==> src/rtl/inst_fetch_unit_if.sv <==
// Instruction memory bus between the fetch unit and instruction memory.
// Ports (signals):
//   req    - one-cycle request pulse (fetch -> memory)
//   addr   - fetch address, valid while req=1 (fetch -> memory)
//   rvalid - response strobe, rdata valid this cycle (memory -> fetch)
//   rdata  - fetched instruction word (memory -> fetch)
interface inst_fetch_unit_if;
  logic        req;
  logic [31:0] addr;
  logic        rvalid;
  logic [31:0] rdata;

  modport master (output req, output addr, input rvalid, input rdata);
  modport slave  (input req, input addr, output rvalid, output rdata);
endinterface

==> src/rtl/inst_fetch_unit.sv <==
// Multi-cycle instruction fetch stage feeding the control unit.
// Holds the PC, issues one outstanding request at a time, captures the
// returned word and computes the next PC when execute acknowledges it.
//
// Ports:
//   clk, rst_b          - clock, synchronous active-high reset
//   imem (master)       - instruction memory request/response bus
//   inst_valid          - instruction held and presented to decode
//   inst, inst_pc       - held instruction word and its address
//   opcode, func        - inst[31:26], inst[5:0]
//   inst_ack            - execute done; next-PC inputs valid this cycle
//   Jump/JumpReg/Branch/Halted - control unit outputs
//   branch_cond         - ALU zero flag
//   reg_target          - rs value for JR
//   halted              - fetch stopped until reset
//
// state  | meaning
// S_REQ  | request phase; first cycle after reset arms req, then req=1 for one cycle
// S_WAIT | waiting for imem rvalid, no timeout
// S_HOLD | instruction presented to decode until inst_ack
// S_HALT | fetch stopped until reset
module inst_fetch_unit #(
  parameter logic [31:0] RESET_PC = 32'h0000_0000,
  parameter logic [31:0] PC_STEP  = 32'd4
) (
  input  logic                      clk,
  input  logic                      rst_b,
  inst_fetch_unit_if.master         imem,
  output logic                      inst_valid,
  output logic [31:0]               inst,
  output logic [31:0]               inst_pc,
  output logic [5:0]                opcode,
  output logic [5:0]                func,
  input  logic                      inst_ack,
  input  logic                      Jump,
  input  logic                      JumpReg,
  input  logic                      Branch,
  input  logic                      Halted,
  input  logic                      branch_cond,
  input  logic [31:0]               reg_target,
  output logic                      halted
);

  typedef enum logic [1:0] {
    S_REQ  = 2'd0,
    S_WAIT = 2'd1,
    S_HOLD = 2'd2,
    S_HALT = 2'd3
  } state_t;

  state_t      state;
  logic [31:0] pc;
  logic [31:0] pc4;
  logic [31:0] br_off;
  logic [31:0] next_pc;

  assign imem.addr = pc;
  assign opcode    = inst[31:26];
  assign func      = inst[5:0];

  always_comb begin
    pc4     = pc + PC_STEP;
    br_off  = {{14{inst[15]}}, inst[15:0], 2'b00};
    next_pc = pc4;
    if (Jump && JumpReg)
      next_pc = reg_target;
    else if (Jump)
      next_pc = {pc4[31:28], inst[25:0], 2'b00};
    else if (Branch && branch_cond)
      next_pc = pc4 + br_off;
  end

  always_ff @(posedge clk) begin
    if (rst_b) begin
      state      <= S_REQ;
      pc         <= RESET_PC;
      inst       <= '0;
      inst_pc    <= '0;
      imem.req   <= 1'b0;
      inst_valid <= 1'b0;
      halted     <= 1'b0;
    end else begin
      case (state)
        S_REQ: begin
          // req is registered: coming out of reset it is armed here, after
          // an ack it was already raised on the acknowledging edge.
          if (!imem.req) begin
            imem.req <= 1'b1;
          end else begin
            imem.req <= 1'b0;
            state    <= S_WAIT;
          end
        end
        S_WAIT: begin
          if (imem.rvalid) begin
            inst       <= imem.rdata;
            inst_pc    <= pc;
            inst_valid <= 1'b1;
            state      <= S_HOLD;
          end
        end
        S_HOLD: begin
          if (inst_ack) begin
            inst_valid <= 1'b0;
            if (Halted) begin
              halted <= 1'b1;
              state  <= S_HALT;
            end else begin
              pc       <= next_pc;
              imem.req <= 1'b1;
              state    <= S_REQ;
            end
          end
        end
        S_HALT: begin
          halted <= 1'b1;
        end
        default: state <= S_REQ;
      endcase
    end
  end

endmodule

==> src/flat_wrapper.sv <==
// flat-port wrapper written by rule: the top's interface ports become plain ports
module inst_fetch_unit_flat 
#(
  parameter logic [31:0] RESET_PC = 32'h0000_0000,
  parameter logic [31:0] PC_STEP  = 32'd4
)
  (clk, rst_b, inst_valid, inst, inst_pc, opcode, func, inst_ack, Jump, JumpReg, Branch, Halted, branch_cond, reg_target, halted, imem_req, imem_addr, imem_rvalid, imem_rdata);
  inst_fetch_unit_if imem_i ();
  input  logic clk;
  input  logic rst_b;
  output logic inst_valid;
  output logic [31:0] inst;
  output logic [31:0] inst_pc;
  output logic [5:0] opcode;
  output logic [5:0] func;
  input  logic inst_ack;
  input  logic Jump;
  input  logic JumpReg;
  input  logic Branch;
  input  logic Halted;
  input  logic branch_cond;
  input  logic [31:0] reg_target;
  output logic halted;
  output wire logic [$bits(imem_i.req)-1:0] imem_req;
  output wire logic [$bits(imem_i.addr)-1:0] imem_addr;
  input wire logic [$bits(imem_i.rvalid)-1:0] imem_rvalid;
  input wire logic [$bits(imem_i.rdata)-1:0] imem_rdata;
  assign imem_req = imem_i.req;
  assign imem_addr = imem_i.addr;
  assign imem_i.rvalid = imem_rvalid;
  assign imem_i.rdata = imem_rdata;
  inst_fetch_unit #(.RESET_PC(RESET_PC), .PC_STEP(PC_STEP)) u_core (.clk(clk), .rst_b(rst_b), .imem(imem_i), .inst_valid(inst_valid), .inst(inst), .inst_pc(inst_pc), .opcode(opcode), .func(func), .inst_ack(inst_ack), .Jump(Jump), .JumpReg(JumpReg), .Branch(Branch), .Halted(Halted), .branch_cond(branch_cond), .reg_target(reg_target), .halted(halted));
endmodule
==> config.mk <==
export PLATFORM = sky130hd
export DESIGN_NAME = inst_fetch_unit_flat
export DESIGN_NICKNAME = d
export VERILOG_FILES = /design/src/rtl/inst_fetch_unit_if.sv /design/src/rtl/inst_fetch_unit.sv /design/src/flat_wrapper.sv
export SDC_FILE = /design/constraint.sdc
export NUM_CORES = 1
export LEC_CHECK = 0
export CORE_MARGIN = 3
export CORE_UTILIZATION = 50
export DETAILED_ROUTE_END_ITERATION = 8
export MAX_ROUTING_LAYER = met4
export PLACE_DENSITY = 0.83
export SKIP_LAST_GASP = 1
export SYNTH_ARGS = -nofsm -noshare
export SYNTH_HDL_FRONTEND = slang
export SYNTH_SLANG_ARGS = --single-unit
==> constraint.sdc <==
create_clock -name clk -period 6.2 [get_ports clk]
set_input_delay 0.62 -clock clk [delete_from_list [all_inputs] [get_ports clk]]
set_output_delay 0.62 -clock clk [all_outputs]
set_load 0.1 [all_outputs]
# Yosys cells after proc, flatten, opt, wreduce, memory -nomap -nowiden
# Index checks and enable logic that the tools add are counted.
[totals] in_bits=73 wordCells=49 out_inout_bits=111 reg_bits=101
[op_classes] n_addsub=2 n_reduce_logical=13 muxes=18 n_eq_ne=8 n_bitwise=1
[ops] op="32-bit 2-to-1 mux" n=3
[ops] op="32-bit by 3-bit adder with 32-bit output (second input constant)" n=1
[ops] op="32-bit adder" n=1
[ops] op="3-bit AND reduction" n=4
[ops] op="2-bit 2-to-1 mux" n=4
[ops] op="2-bit != test (second input constant)" n=4
[ops] op="1-bit 2-to-1 mux" n=7
[ops] op="1-bit case mux with 2 select lines" n=3
[ops] op="2-bit case mux with 3 select lines" n=1
[ops] op="2-bit nonzero test" n=3
[ops] op="2-bit equality test (second input constant)" n=2
[ops] op="4-bit AND reduction" n=1
[ops] op="3-bit nonzero test" n=1
[ops] op="2-bit by 1-bit equality test with 1-bit output (second input constant)" n=1
[ops] op="1-bit logical AND" n=2
[ops] op="2-bit zero test" n=1
[ops] op="2-bit by 1-bit != test with 1-bit output (second input constant)" n=1
[ops] op="2-bit AND reduction" n=1
[ops] op="1-bit inverter" n=1

# Longest topological paths before layout
# Gate-level depths: netlist of the first run.
[depth] depth_word=5 ltp_mapped=18

# Worst setup path before layout of the first run
# Ideal clock, no wire load.
[synth_path] path_kind="register to register" start="reg u_core.pc[5] (netlist: u_core.imem.addr[5])" end="reg u_core.pc[31] (netlist: u_core.imem.addr[31])" t_required_ns=6.084 path_stages_with_launch=17 n_path_buf=0 arrival_ns=4.506 path_slack_ns=1.579 setup_ns=0.116 synth_period_minus_slack_ns=4.621 cell_sequence="dfxtp_1 > and4_4 > and3_1 > and4_1 > and3_1 > xnor2_1 > inv_1 > ha_1 > a21o_1 > nand3_1 > nand2_1 > or4_1 > o22a_1 > a311oi_2 > o21ai_0 > mux2i_1 > a31o_1"
[synth_via] elab_chain_cells=5
[synth_lines] element="from (decl)" line_no="inst_fetch_unit.sv:52" source="logic [31:0] pc;"
[synth_lines] element="from (signal assigned)" line_no="inst_fetch_unit.sv:109" source="pc <= next_pc;"
[synth_lines] element="32-bit by 3-bit adder with 32-bit output (*)" line_no="inst_fetch_unit.sv:62" source="pc4 = pc + PC_STEP;"
[synth_lines] element="32-bit adder" line_no="inst_fetch_unit.sv:70" source="next_pc = pc4 + br_off;"
[synth_lines] element="32-bit 2-to-1 mux" line_no="inst_fetch_unit.sv:69" source="else if (Branch && branch_cond)"
[synth_lines] element="32-bit 2-to-1 mux (*)" line_no="inst_fetch_unit.sv:67" source="else if (Jump)"
[synth_lines] element="32-bit 2-to-1 mux (*)" line_no="inst_fetch_unit.sv:65" source="if (Jump && JumpReg)"
# Mark *: on every way between the ends. The rest lies on a longest branch, timed or not.
# A chain may end at the register's enable or synchronous reset.

# Final worst setup path of the first run
# Ends and elaborated chain as after synthesis.

==> flow_metrics.tcl, run 1 <==
set metrics [dict create \
    crit_top_cell "and4_1" \
    htree_levels 3 \
    num-nets-final 1148 \
    vias 7009 \
    overflow 0 \
    critPathKind "reg -> reg" \
    cp_cell_sequence "and4_4 -> and3_1 -> and4_1 -> and4_1 -> xnor2_1 -> inv_1 -> ha_1 -> a21o_1 -> nand3_1 -> nand2_1 -> or4_1 -> o22a_1 -> a311oi_2 -> o21ai_0 -> mux2i_1 -> a31o_1" \
    clock_skew_ns 0.0103 \
    cp_top_family "simple AND/OR/NAND/NOR gates" \
    cts_made_buffers 9 \
    drt-initial-drc-count 677 \
    synth_fp_nets 1015 \
    crit_path_max_incr_delay_ns 0.51 \
    track_usage_pct 29.7 \
    yosys.area_share.xor_xnor_pct 6.64 \
    critPathCaptureType "flip-flop" \
    n_antenna_cell 0 \
    tns_ns 0 \
    finalCriticalPeriod_ns 4.22 \
    synth.avg_cell_area_um2 7.50 \
    clock-sinks 101 \
    synth_mux_area_share_pct 4.51 \
    insertion_delay_ns 0.36 \
    startpoint_type "flip-flop" \
    cts_tree "done" \
    synthCells 900 \
    post_cts_buffers 0 \
    critical_path_buf_inv_count 1 \
    drt-vias-per-instance 5.79 \
    ys_types 65 \
    ant_nets 0 \
    hold_path.class "reg -> reg" \
    synth-simple-area-share_pct 23.1 \
    cts.path.max_buffers 2 \
    synth_edf_count 0 \
    antenna_found_initial 0 \
    synthAdderAreaFrac_pct 7.90 \
    yosysSeqAreaShare_pct 30.0 \
    synth_async_sr_flop_share_pct 0 \
    portBuffers 183 \
    slew_headroom_pct 24.6 \
    p_leak_uw 0.00337 \
    synth_top_area_share_pct 30.0 \
    cts_resized 0 \
    place_hpwl_mm 15.5 \
    areaGrowthSynthToFinish_pct 30.3 \
    ys.flop_type "dfxtp_1" \
    root_buffer "clkbuf_16" \
    finalPower_uw 2040 \
    postRouteWirelength_mm 21.7 \
    synth_compound_area_share_pct 22.6 \
    tightestPinTransition_ns 1.13 \
    synthTopCellsByCount "nand2_1 (198), a21oi_1 (139), dfxtp_1 (101)" \
    chipWidth_um 122 \
    grt_pass1_vias 6701 \
    crit_slowest_cell "or4_1" \
    die_h_um 122 \
    post_route_cells_drive_above_1_share_pct 4.34 \
    yosys_warnings 0 \
    setup_viol 0 \
    initial_core_util_pct 52.2 \
    wl_per_cell_um 17.9 \
    yosysTopAreaCell "dfxtp_1" \
    grt_max_degree 90 \
    drc 0 \
    yosysMostFrequentCell "nand2_1" \
    finalCritPeriodShare_pct 68.1 \
    crit_arrival_ns 4.48 \
    rsz0062_at_grt "no" \
    grt_pass1_wl_mm 34.1 \
    status "finished, final reports clean" \
    gp_congestion 0.989 \
    drv_slew 0 \
    ir_drop_mv 0.238 \
    core_um2 12900 \
    firstDrtPassIters 5 \
    row_count 41 \
    finalHoldViolations 0 \
    syn_area_um2 6750 \
    postCtsHoldBufs 0 \
    crit_fanout 8 \
    drv_cap 0 \
    die_area_um2 14900 \
    synth_top_family_by_area "simple AND/OR/NAND/NOR gates" \
    ys_ff_latch 101 \
    max_clock_freq_mhz 237 \
    required_ns 6.46 \
    path_clk_slew_ns 0.07 \
    synthTopCellsByArea "dfxtp_1 (30%), nand2_1 (11%), a21oi_1 (10%), ha_1 (7.6%), xnor2_1 (4.3%)" \
    power.density_nw_per_um2 232 \
    io_pins 184 \
]
[report_power, final]
| group | leakage, µW | total (µW) | switching (µW) | internal [µW] |
|---|---|---|---|---|
| Sequential | 0.000816 | 731 | 43.4 | 688 |
| Clock | 0.000129 | 525 | 255 | 270 |
| Combinational | 0.00242 | 787 | 573 | 214 |
| Total | 0.00337 | 2040 | 872 | 1170 |
[through the flow]
stage / setup WS, ns / util, % / cell area (µm²) / hold slack (ns) / instances
finish: 1.98 / 68.0 / 8800 / 0.454 / 1210
floorplan: 1.58 / - / 6750 / 0.479 / 900
CTS: 2.01 / 68.0 / 8800 / 0.455 / 1210
detailed placement: 2.04 / 66.0 / 8540 / 0.446 / 1194
global placement: 2.14 / 66.0 / 8540 / 0.442 / 1194
global route: 1.63 / 68.0 / 8800 / 0.474 / 1210
[kinds of logic (layout without fill, tap and decap cells)]
logic type      Yosys count  after routing
buf+inv                  82            220
mux                      30             30
simple gates            341            341
flops                   101            101
fa+ha+maj                42             42
compound gates          255            255
xor+xnor                 49             49
[path summary, 6_finish.rpt]
kind	start	endpoint	slack, ns	depth (start not counted)
setup / recovery	u_core.imem.addr[5]	u_core.imem.addr[31]	1.98	16
hold / removal	u_core.inst_pc[17]	u_core.inst_pc[17]	0.45	2
hold reg to reg	u_core.inst_pc[17]	u_core.inst_pc[17]	0.45	2
setup reg to reg	u_core.imem.addr[5]	u_core.imem.addr[31]	1.98	16
[layer usage]
layer / up-vias / GRT usage (%) / share of wire, %
met5: - / - / 0
met4: 0 / 8.33 / 1.7
met3: 27 / 7.20 / 9.1
met2: 335 / 46.5 / 46
met1: 3227 / 38.4 / 44
li1: 3420 / - / -
[cell type report]
type,instances,area [µm²]
Clock buffer,11,233
Clock inverter,5,27.5
Fill cell,1184,4130
Inverter,15,56.3
Multi-Input combinational cell,717,4380
Sequential cell,101,2020
Tap cell,172,215
Timing Repair Buffer,189,1860
[cells in the final DEF, fill, tap and decap left out, types with 16 or more instances in the layout]
cell type,instances
nand2_1,197
ha_1,41
dfxtp_1,101
nand3_1,16
a21oi_1,139
mux2i_1,27
nor2_1,49
xnor2_1,33
clkdlybuf4s50_1,180
a211oi_1,22
o21ai_0,34
[worst min-delay path, cell delays in order (launching register included)]
cell and delay, ns:
dfxtp_1 0.31, nand2_1 0.05, a21oi_1 0.05
[state kept, by name, summed over array words and instances, names as in the netlist]
name,cells
u_core.halted,1
u_core.imem.req,1
u_core.state,2
u_core.imem.addr,32
u_core.inst_pc,32
u_core.inst,32
u_core.inst_valid,1
Power figures use the tool's default switching activity.
==> run 2, diff against run 1 <==
--- a/config.mk
+++ b/config.mk
@@ -6,10 +6,10 @@
 export NUM_CORES = 1
 export LEC_CHECK = 0
 export CORE_MARGIN = 3
-export CORE_UTILIZATION = 50
+export CORE_UTILIZATION = 49
 export DETAILED_ROUTE_END_ITERATION = 8
 export MAX_ROUTING_LAYER = met4
-export PLACE_DENSITY = 0.83
+export PLACE_DENSITY = 0.81
 export SKIP_LAST_GASP = 1
 export SYNTH_ARGS = -nofsm -noshare
 export SYNTH_HDL_FRONTEND = slang
==> constraint.sdc (replaced) <==
create_clock -name clk -period 4.4 [get_ports clk]
set_input_delay 0.44 -clock clk [delete_from_list [all_inputs] [get_ports clk]]
set_output_delay 0.44 -clock clk [all_outputs]
set_load 0.1 [all_outputs]
==> flow_metrics.tcl, run 2 (synthesis results as in run 1) <==
set metrics [dict create \
    status "finished, final reports clean" \
    clock_skew_ns 0.00738 \
    drt-vias-per-instance 5.79 \
    grt_pass1_wl_mm 34.0 \
    ant_nets 0 \
    drc 0 \
    core_um2 13300 \
    post_cts_buffers 0 \
    cts.path.max_buffers 2 \
    root_buffer "clkbuf_16" \
    fin_util_pct 66.9 \
    wl_met1_mm 9.56 \
    finalCritPeriodShare_pct 94.9 \
    place_hpwl_mm 15.8 \
    final_cell_mix "nand2_1 (197), clkdlybuf4s50_1 (180), a21oi_1 (139)" \
    rsz0062_at_grt "no" \
    power.density_nw_per_um2 334 \
    max_clock_freq_mhz 239 \
    finalCriticalPeriod_ns 4.18 \
    post_route_cells_drive_above_1_share_pct 6.60 \
    tns_ns 0 \
    grt_pass1_vias 6583 \
    die_h_um 123 \
    drv_cap 0 \
    drv_slew 0 \
    postRouteWirelength_mm 21.8 \
    slew_headroom_pct 31.0 \
    insertion_delay_ns 0.36 \
    postCtsHoldBufs 0 \
    setup_viol 0 \
    die_area_um2 15200 \
    num-nets-final 1156 \
    io_pins 184 \
    finalHoldViolations 0 \
    cts_resized 0 \
    cts_tree "done" \
    row_count 42 \
    crit_arrival_ns 4.43 \
    dr.max_layer_used "met4" \
    wl_per_cell_um 17.9 \
    fillCellCount 1132 \
    ir_drop_mv 0.392 \
    gp_congestion 1.00 \
    required_ns 4.65 \
    hold_path.class "reg -> reg" \
    grt_max_degree 88 \
    multi_input_area_um2 4380 \
    portBuffers 183 \
    tightestPinTransition_ns 1.03 \
    crit_fanout 8 \
    n_antenna_cell 0 \
    drt-initial-drc-count 581 \
    areaGrowthSynthToFinish_pct 32.2 \
    wl_met3_mm 1.78 \
    vias 7070 \
    critPathCaptureType "flip-flop" \
    initial_core_util_pct 50.6 \
    wl_met2_mm 10.1 \
    track_usage_pct 29.2 \
    firstDrtPassIters 6 \
    htree_levels 3 \
    path_clk_slew_ns 0.07 \
    clock-sinks 101 \
    antenna_found_initial 0 \
    seq_area_um2 2040 \
    chipWidth_um 123 \
    overflow 0 \
    cts_made_buffers 9 \
    critPathKind "reg -> reg" \
    p_leak_uw 0.00343 \
    startpoint_type "flip-flop" \
    layout_commonest_cell "nand2_1" \
]
-- run 2: changes by cell type in the layout (fill, tap and decap cells not counted) --
cell,before,now
clkinv_4,0,1
buf_4,7,15
clkinvlp_4,1,2
clkinv_2,4,0
dfxtp_1,101,87
clkbuf_1,2,0
inv_6,0,3
dfxtp_2,0,14
bufinv_16,0,1
-- run 2: final timing paths --
path                       start                    to  slack [ns]  cells past startpoint
max          u_core.imem.addr[5]  u_core.imem.addr[31]        0.22                     16
min           u_core.inst_pc[12]    u_core.inst_pc[12]        0.45                      2
max reg2reg  u_core.imem.addr[5]  u_core.imem.addr[31]        0.22                     16
min reg2reg   u_core.inst_pc[12]    u_core.inst_pc[12]        0.45                      2
-- run 2: cell type report --
type / count / area share (%)
multi-input combinational: 717 / 49.1
timing repair buffer: 197 / 21.6
tap: 176 / 2.47
clock buffer: 9 / 2.52
inverter: 15 / 0.631
clock inverter: 7 / 0.897
sequential: 101 / 22.9
-- run 2: worst max-delay path: stages (launching register included) --
cell and delay [ns]:
dfxtp_2 0.41, and4_4 0.25, and3_1 0.24, and4_1 0.42, and4_1 0.25, xnor2_1 0.14
inv_1 0.09, ha_1 0.22, a21o_1 0.19, nand3_1 0.08, nand2_1 0.07, or4_1 0.54
o22a_1 0.23, a311oi_2 0.34, o21ai_0 0.21, mux2i_1 0.16, a31o_1 0.22
-- run 2: stage by stage --
| stage | area, µm² | setup slack [ns] | power [µW] | hold WS (ns) | std cells |
|---|---|---|---|---|---|
| after global placement | 8620 | 0.422 | 2150 | 0.441 | 1206 |
| after floorplan | 6770 | 0.0748 | 1870 | 0.479 | 900 |
| after CTS | 8920 | 0.288 | 2990 | 0.453 | 1222 |
| after detailed placement | 8620 | 0.324 | 2150 | 0.446 | 1206 |
| final | 8920 | 0.223 | 2980 | 0.454 | 1222 |
| after global routing | 8920 | 0.0715 | 3110 | 0.467 | 1222 |
-- run 2: metal layers --
metal / track usage [%] / up-vias
met3: 5.58 / 32
li1: - / 3428
met5: - / -
met1: 39.2 / 3271
met2: 45.4 / 339
met4: 7.47 / 0
-- run 2: report_power, final --
group / switching (µW) / leakage [µW] / internal [µW]
clock network: 393 / 0.000143 / 449
logic: 798 / 0.00246 / 305
registers: 68.7 / 0.000824 / 969
total: 1260 / 0.00343 / 1720
==> run 3, diff against run 2 <==
--- a/config.mk
+++ b/config.mk
@@ -6,11 +6,12 @@
 export NUM_CORES = 1
 export LEC_CHECK = 0
 export CORE_MARGIN = 3
-export CORE_UTILIZATION = 49
+export CORE_UTILIZATION = 45
 export DETAILED_ROUTE_END_ITERATION = 8
 export MAX_ROUTING_LAYER = met4
-export PLACE_DENSITY = 0.81
+export PLACE_DENSITY = 0.78
 export SKIP_LAST_GASP = 1
 export SYNTH_ARGS = -nofsm -noshare
 export SYNTH_HDL_FRONTEND = slang
 export SYNTH_SLANG_ARGS = --single-unit
+export TNS_END_PERCENT = 100
==> constraint.sdc (replaced) <==
create_clock -name clk -period 3.8 [get_ports clk]
set_input_delay 0.38 -clock clk [delete_from_list [all_inputs] [get_ports clk]]
set_output_delay 0.38 -clock clk [all_outputs]
set_load 0.1 [all_outputs]
==> flow_metrics.tcl, run 3 (synthesis results as in run 1) <==
set metrics [dict create \
    areaGrowthSynthToFinish_pct 38.3 \
    drv_slew 0 \
    fillCellCount 1259 \
    tns_ns -0.000699 \
    p_leak_uw 0.00367 \
    htree_levels 3 \
    dpl-instance-area_um2 8810 \
    initial_core_util_pct 46.3 \
    setup_viol 1 \
    chipWidth_um 128 \
    clock_skew_ns 0.00719 \
    track_usage_pct 27.4 \
    insertion_delay_ns 0.36 \
    cts.path.max_buffers 2 \
    portBuffers 183 \
    finalPower_uw 3550 \
    core_um2 14600 \
    r2r_setup_slack_ns -0.0007 \
    postCtsHoldBufs 0 \
    root_buffer "clkbuf_16" \
    multi_input_area_um2 4490 \
    overflow 0 \
    grt_pass1_vias 6805 \
    drt-initial-drc-count 532 \
    cts_made_buffers 9 \
    rsz0062_at_grt "yes" \
    antenna_found_initial 0 \
    cts_tree "done" \
    place_hpwl_mm 16.9 \
    hold_path.class "in -> reg" \
    slew_headroom_pct 29.5 \
    seq_area_um2 2080 \
    gp_congestion 0.947 \
    crit_fanout 5 \
    grt_pass1_wl_mm 35.0 \
    ant_nets 0 \
    critPathCaptureType "flip-flop" \
    layout_commonest_cell "nand2_1" \
    startpoint_type "flip-flop" \
    p_sw_share_pct 41.0 \
    drt-vias-per-instance 5.74 \
    n_antenna_cell 0 \
    hold_slack_ns 0.417 \
    combPwrFrac_pct 36.7 \
    io_pins 184 \
    max_clock_freq_mhz 263 \
    num-nets-final 1184 \
    wl_per_cell_um 18.3 \
    critPathKind "reg -> reg" \
    path_clk_slew_ns 0.07 \
    p_sw_uw 1460 \
    p_clk_share_pct 29.9 \
    post_route_cells_drive_above_1_share_pct 11.7 \
    fin_util_pct 64.0 \
    p_int_uw 2100 \
    p_seq_share_pct 33.4 \
    tightestPinTransition_ns 1.05 \
    ir_drop_mv 0.403 \
    final_cell_mix "nand2_1 (196), clkdlybuf4s50_1 (179), a21oi_1 (138)" \
    final_cell_area_um2 9340 \
    firstDrtPassIters 5 \
    drc 0 \
    finalCritPeriodShare_pct 100 \
    finalHoldViolations 0 \
    drv_cap 0 \
    row_count 44 \
    status "finished with violations" \
    postRouteWirelength_mm 23.1 \
    clock-sinks 101 \
    setup_ws_ns -0.000699 \
    vias 7219 \
    die_h_um 128 \
    grt_max_degree 51 \
    crit_arrival_ns 4.06 \
    required_ns 4.06 \
    finalCriticalPeriod_ns 3.80 \
    power.density_nw_per_um2 380 \
    die_area_um2 16500 \
    violations "setup timing" \
]
-- run 3: cell count changes in the layout (fill, tap and decap cells not counted), moves of 4 or more --
cell	change
buf_4	+28
dfxtp_4	+14
xnor2_1	-4
xnor2_2	+4
dfxtp_2	-6
dfxtp_1	-8
-- run 3: repair_timing --
action,CTS,global route
setup endpoints to repair,0,9
hold endpoints to repair,0,0
buffers inserted,0,11
gates resized for setup,0,21
-- run 3: final cells by class --
cell class	instances	share of cell area (%)
Clock buffer	12	3.10
Clock inverter	4	0.603
Inverter	15	0.603
Multi-Input combinational cell	717	48.1
Sequential cell	101	22.3
Tap cell	184	2.47
Timing Repair Buffer	225	22.8
-- run 3: critical path: stages (launching register included) --
cell      delay (ns)
dfxtp_4         0.37
and4_4          0.24
and3_4          0.23
and4_4          0.26
nand2_4         0.07
nor2_2          0.14
xor2_1          0.23
ha_1            0.32
a21oi_2         0.18
o21ai_2         0.07
or4_1           0.50
o22a_1          0.22
a311oi_2        0.38
xnor2_1         0.16
a221oi_2        0.28
nor2_1          0.06
-- run 3: metrics by stage --
stage / worst slack (ns) / cells
2_1_floorplan: -0.0402 / 900
3_3_place_gp: 0.0686 / 1231
3_5_place_dp: 0.0510 / 1231
4_1_cts: 0.0112 / 1247
5_1_grt: -0.133 / 1258
6_report: -0.000699 / 1258
-- run 3: final timing paths --
check,from,to,depth (start not counted)
worst min register to register,u_core.inst_pc[18],u_core.inst_pc[18],2
worst max register to register,u_core.imem.addr[8],u_core.imem.addr[27],15
worst max-delay path,u_core.imem.addr[8],u_core.imem.addr[27],15
worst min-delay path,rst_b,u_core.inst[24],2
-- run 3: power groups by stage --
stage               clock network, µW  registers [µW]  logic (µW)
global placement                    0            1210        1280
floorplan                           0            1590         565
finish                           1060            1180        1300
CTS                              1080            1180        1300
detailed placement                  0            1210        1290
global route                     1120            1190        1380
-- run 3: per-layer routing --
layer | part of all wire (%) | GRT usage, % | vias to the layer above | routed length, µm
met5 | 0 | - | - | 0
met4 | 3.1 | 10.1 | 0 | 720
met3 | 7.6 | 5.48 | 60 | 1750
met2 | 48 | 45.0 | 335 | 11100
met1 | 41 | 33.4 | 3336 | 9470
li1 | - | - | 3488 | -
